File: src/rtl/traffic_ctrl.sv
// Timed two-road intersection controller: road 1 rests on green, road 2 served on latched sensor demand.
// Optional night-flash mode is built when TRAFFIC_FLASH_EN is defined (adds the flash input and FLASH state).
`timescale 1ns/1ps
module traffic_ctrl #(
  parameter int TICK_DIV = 4,
  parameter int TW       = 8,
  parameter int GREEN1_T = 3,
  parameter int GREEN2_T = 2,
  parameter int YELLOW_T = 2,
  parameter int ALLRED_T = 1
) (
  input  logic       clk,
  input  logic       rst_n,
  input  logic       s2,
`ifdef TRAFFIC_FLASH_EN
  input  logic       flash,
`endif
  output logic       g1,
  output logic       y1,
  output logic       r1,
  output logic       g2,
  output logic       y2,
  output logic       r2,
  output logic [2:0] phase,
  output logic       req_pend
);

  localparam int PW = (TICK_DIV > 1) ? $clog2(TICK_DIV) : 1;
  localparam logic [PW-1:0] PRESC_MAX = PW'(TICK_DIV - 1);
  localparam logic [TW-1:0] LD_G1 = TW'(GREEN1_T - 1);
  localparam logic [TW-1:0] LD_G2 = TW'(GREEN2_T - 1);
  localparam logic [TW-1:0] LD_Y  = TW'(YELLOW_T - 1);
  localparam logic [TW-1:0] LD_AR = TW'(ALLRED_T - 1);

  typedef enum logic [2:0] {
    S_G1   = 3'd0,
    S_Y1   = 3'd1,
    S_AR12 = 3'd2,
    S_G2   = 3'd3,
    S_Y2   = 3'd4,
`ifdef TRAFFIC_FLASH_EN
    S_AR21 = 3'd5,
    S_FLASH = 3'd6
`else
    S_AR21 = 3'd5
`endif
  } state_t;

  state_t          r_state;
  state_t          w_nxt;
  logic [PW-1:0]   r_presc;
  logic [TW-1:0]   r_timer;
  logic [5:0]      r_lamps;
  logic            r_req;
  logic            r_g1_min;
  logic            w_tick;
  logic            w_expired;
  logic            w_chg;

  // Lamp vector order: {g1, y1, r1, g2, y2, r2}
  function automatic logic [5:0] lamps_of(input state_t s);
    case (s)
      S_G1:    lamps_of = 6'b100_001;
      S_Y1:    lamps_of = 6'b010_001;
      S_G2:    lamps_of = 6'b001_100;
      S_Y2:    lamps_of = 6'b001_010;
`ifdef TRAFFIC_FLASH_EN
      S_FLASH: lamps_of = 6'b010_001;
`endif
      default: lamps_of = 6'b001_001;
    endcase
  endfunction

  function automatic logic [TW-1:0] load_of(input state_t s);
    case (s)
      S_G1:       load_of = LD_G1;
      S_G2:       load_of = LD_G2;
      S_Y1, S_Y2: load_of = LD_Y;
      default:    load_of = LD_AR;
    endcase
  endfunction

  assign w_tick    = (r_presc == PRESC_MAX);
  assign w_expired = (r_timer == '0) && w_tick;
  assign w_chg     = (w_nxt != r_state);

  always_comb begin
    w_nxt = r_state;
    case (r_state)
      S_AR21: if (w_expired) w_nxt = S_G1;
      // Minimum green may already be over; then demand alone moves us on
      S_G1:   if ((r_g1_min || w_expired) && r_req) w_nxt = S_Y1;
      S_Y1:   if (w_expired) w_nxt = S_AR12;
      S_AR12: if (w_expired) w_nxt = S_G2;
      S_G2:   if (w_expired) w_nxt = S_Y2;
      S_Y2:   if (w_expired) w_nxt = S_AR21;
`ifdef TRAFFIC_FLASH_EN
      S_FLASH: if (!flash) w_nxt = S_AR21;
`endif
      default: w_nxt = S_AR21;
    endcase
`ifdef TRAFFIC_FLASH_EN
    if (flash) w_nxt = S_FLASH;
`endif
  end

  always_ff @(posedge clk or negedge rst_n) begin
    if (!rst_n) begin
      r_state  <= S_AR21;
      r_presc  <= '0;
      r_timer  <= LD_AR;
      r_lamps  <= 6'b001_001;
      r_req    <= 1'b0;
      r_g1_min <= 1'b0;
    end else begin
      if (w_chg) begin
        r_state  <= w_nxt;
        r_presc  <= '0;
        r_timer  <= load_of(w_nxt);
        r_lamps  <= lamps_of(w_nxt);
        r_g1_min <= 1'b0;
      end else begin
        r_presc <= w_tick ? '0 : r_presc + 1'b1;
        if (w_tick && (r_timer != '0)) r_timer <= r_timer - 1'b1;
        if ((r_state == S_G1) && w_expired) r_g1_min <= 1'b1;
`ifdef TRAFFIC_FLASH_EN
        if ((r_state == S_FLASH) && w_tick) r_lamps <= r_lamps ^ 6'b010_001;
`endif
      end

      // Clear on G2 entry takes priority over a simultaneous sensor hit
      if ((w_nxt == S_G2) && (r_state != S_G2)) begin
        r_req <= 1'b0;
`ifdef TRAFFIC_FLASH_EN
      end else if (s2 && (r_state != S_G2) && (r_state != S_FLASH)) begin
`else
      end else if (s2 && (r_state != S_G2)) begin
`endif
        r_req <= 1'b1;
      end
    end
  end

  assign {g1, y1, r1, g2, y2, r2} = r_lamps;
  assign phase    = r_state;
  assign req_pend = r_req;

endmodule

File: config.mk
export PLATFORM = sky130hd
export DESIGN_NAME = traffic_ctrl
export DESIGN_NICKNAME = d
export VERILOG_FILES = /design/src/rtl/traffic_ctrl.sv
export SDC_FILE = /design/constraint.sdc
export NUM_CORES = 1
export LEC_CHECK = 0
export ABC_AREA = 1
export CAP_MARGIN = 15
export CELL_PAD_IN_SITES_DETAIL_PLACEMENT = 2
export CELL_PAD_IN_SITES_GLOBAL_PLACEMENT = 2
export CORE_AREA = 4 4 71 67
export DETAILED_ROUTE_END_ITERATION = 10
export DIE_AREA = 0 0 75 71
export GPL_TIMING_DRIVEN = 1
export PLACE_DENSITY = 0.71
export SLEW_MARGIN = 40
export SYNTH_ARGS = -nofsm -noshare
export SYNTH_HDL_FRONTEND = slang
export SYNTH_SLANG_ARGS = --single-unit
File: constraint.sdc
create_clock -name clk -period 1.78 [get_ports clk]
set_input_delay 0.356 -clock clk [delete_from_list [all_inputs] [get_ports clk]]
set_output_delay 0.356 -clock clk [all_outputs]
set_load 0.05 [all_outputs]
==> flow_summary.toml <==
[routing]
first_iter_violations = 16
wl_per_cell_um = 17.3
wl_mm = 3.99
antenna_left = 0
first_pass_iters = 2
drc = 0
viasPerCell = 4.62
dr_total_vias = 1062

[flow_run]
maxCapViolCount = 0

[global_route]
antenna_found_initial = 0
grt_pass1_vias = 1173
grt_max_degree = 22
grt_first_pass_wirelength_mm = 5.93
grt_util_all_layers_pct = 14.6
overflow = 0

[clock_network]
clockBufferDepth = 2
cts_tree = "done"
path_clk_slew_ns = 0.09
clock-sinks = 21
cts-root-buf = "clkbuf_8"
cts_htree_levels = 1
clk-insertion-delay-late_ns = 0.28
numCtsBuffers = 3
hold_buffers = 0

[yosys]
synth_top_area_share_pct = 36.5
yosys.area.top_type = "dfrtp_1"
syn-num-nets = 143
synthCells = 137
synth.area.top_cells = "dfrtp_1, nand2_1, dfstp_2"
yosysUniqueCellTypes = 28
yosysSeqAreaShare_pct = 45.5
ys_seq_elements = 21
synth-async-reset-ratio_pct = 100
netlist_area_um2 = 1160
synth_common_cells = "nand2_1, inv_1, dfrtp_1, nor2_1, nand3_1"
yosysWarnings = 0
synth_top_flop_cell = "dfrtp_1"
postSynthAreaPerCell_um2 = 8.50
yosysMostFrequentCell = "nand2_1"
synth-edff-count = 0

[setup_path]
cp-end-kind = "flip-flop"
cp_data_arrival_time_ns = 2.04
crit_type = "flip-flop to flip-flop"
critPathRequiredTime_ns = 2.00
crit_fanout = 7
start_kind = "flip-flop"

[place]
placed_cell_area_um2 = 1490
port_buffers = 12
dpl.hpwl_mm = 2.64
routabilityCongestion = 0.952
pre_cts_ws_ns = -0.265

[sta]
setup_viol = 7
maxSlewViolCount = 0
fin_skew_ns = 0.00568
rsz0062_at_grt = "yes"
finalCritPeriodShare_pct = 102
slew_headroom_pct = 80.2
finalHoldViolCount = 0
worstMarginPinSlew_ns = 0.294
max_freq_mhz = 550
fin_crit_ns = 1.82
worst_slack_ns = -0.0379

[floorplanning]
start_util_pct = 29.2
io_pins = 13
core_area_um2 = 3990
rows = 22
die_y_um = 71
dieArea_um2 = 5330
die_width_um = 75

[final_layout]
drive_above_1_share_pct = 47.8
num_antenna_cells = 0
post-route-util_pct = 43.9
final_area_um2 = 1750
fin_nets = 189
nFillCells = 441
areaGrowthSynthToFinish_pct = 50.5

[pwr]
power_density_nw_per_um2 = 1720
power.leakage_nw = 0.863
power_mw = 3.02
vdd_drop_max_v = 0.000687

[min_path]
hp-class = "input pin to async pin"

[outcome]
status = "complete, but fails checks"
failed_checks = "negative setup slack"
## layer usage
layer  routed length [um]  vias up  GRT usage (%)
li1                     -      517              -
met1                 1790      527           19.9
met2                 2030       11           23.8
met3                   89        7           3.13
met4                   80        0           2.37
met5                    0        -              0
## cell usage in the layout, fill, tap and decap left out, types with 2 or more instances in the layout
| master | n |
|---|---|
| dfstp_2 | 4 |
| dfrtp_1 | 17 |
| inv_1 | 16 |
| nand3_4 | 4 |
| nor2_2 | 3 |
| o21ai_0 | 2 |
| nand2_1 | 27 |
| nor3_1 | 2 |
| nand2_2 | 5 |
| inv_2 | 7 |
| xor2_1 | 5 |
| a21oi_1 | 2 |
| nor2_1 | 10 |
| a21oi_4 | 2 |
| nand3_2 | 2 |
| nand4_1 | 2 |
| nor2_4 | 3 |
| o21ai_2 | 3 |
| a21oi_2 | 4 |
| buf_4 | 36 |
| clkdlybuf4s50_1 | 2 |
| buf_12 | 5 |
| clkbuf_8 | 3 |
| nand3_1 | 4 |
## power by group
part / switching (mW) / internal [mW]
registers: 0.122 / 0.657
logic: 1.09 / 0.804
clock network: 0.186 / 0.157
total: 1.40 / 1.62
## layout make-up
class | instances | area (um2) | area share [%]
multi-input cells | 91 | 639 | 36.5
flip-flops and latches | 21 | 531 | 30.3
repair buffers | 43 | 390 | 22.3
inverters | 23 | 86.3 | 4.93
well taps | 48 | 60.1 | 3.43
clock buffers | 3 | 41.3 | 2.36
clock inverters | 1 | 5.00 | 0.286
## kinds of logic (layout without fill, tap and decap cells)
kind of cell             after synthesis  count (layout)  synth area share (%)
AO/OA/AOI/OAI                         16              16                  10.3
flip-flops                            21              21                  45.5
XOR/XNOR                               6               6                  4.51
adder cells (fa/ha/maj)                3               3                  3.22
buffers and inverters                 25              70                  8.81
AND/OR/NAND/NOR                       66              66                  27.6
## worst paths after layout
check,start,cells after the start,slack [ns],end
max,r_timer[0],11,-0.04,r_lamps[1]
max in group asynchronous,rst_n,2,1.07,r_lamps[0]
min,rst_n,2,0.42,r_timer[1]
min reg2reg,r_presc[0],1,0.47,r_presc[0]
min in group clk,r_presc[0],1,0.47,r_presc[0]
max reg2reg,r_timer[0],11,-0.04,r_lamps[1]
## worst max-delay path: stages (launching register included)
cell	delay, ns
dfrtp_1	0.40
inv_2	0.09
ha_4	0.14
inv_2	0.04
nor2_4	0.11
nand3_4	0.14
a21oi_4	0.20
nand3_4	0.14
a21oi_4	0.22
buf_12	0.15
nand2_1	0.06
nand2_1	0.07
## sequential cells by signal (all words and copies together), names as in the netlist
signal and cells:
r_timer 8, r_lamps 6, req_pend 1, r_presc 2, r_g1_min 1, phase 3
## stage by stage
step | hold slack (ns) | setup TNS (ns) | instances
3_5_place_dp | 0.456 | -2.03 | 212
3_3_place_gp | 0.441 | -0.157 | 212
2_1_floorplan | 0.0604 | 0 | 137
5_1_grt | 0.463 | -1.29 | 230
6_report | 0.421 | -0.167 | 230
4_1_cts | 0.442 | 0 | 223
## timing repair
action / in CTS / in global routing
gates resized for setup: 12 / 17
setup endpoints to repair: 17 / 18
hold endpoints to repair: 0 / 0
gates cloned: 0 / 0
setup buffers: 7 / 7
pin swaps: 7 / 8
Note: power is estimated with default switching activity, not from simulation.
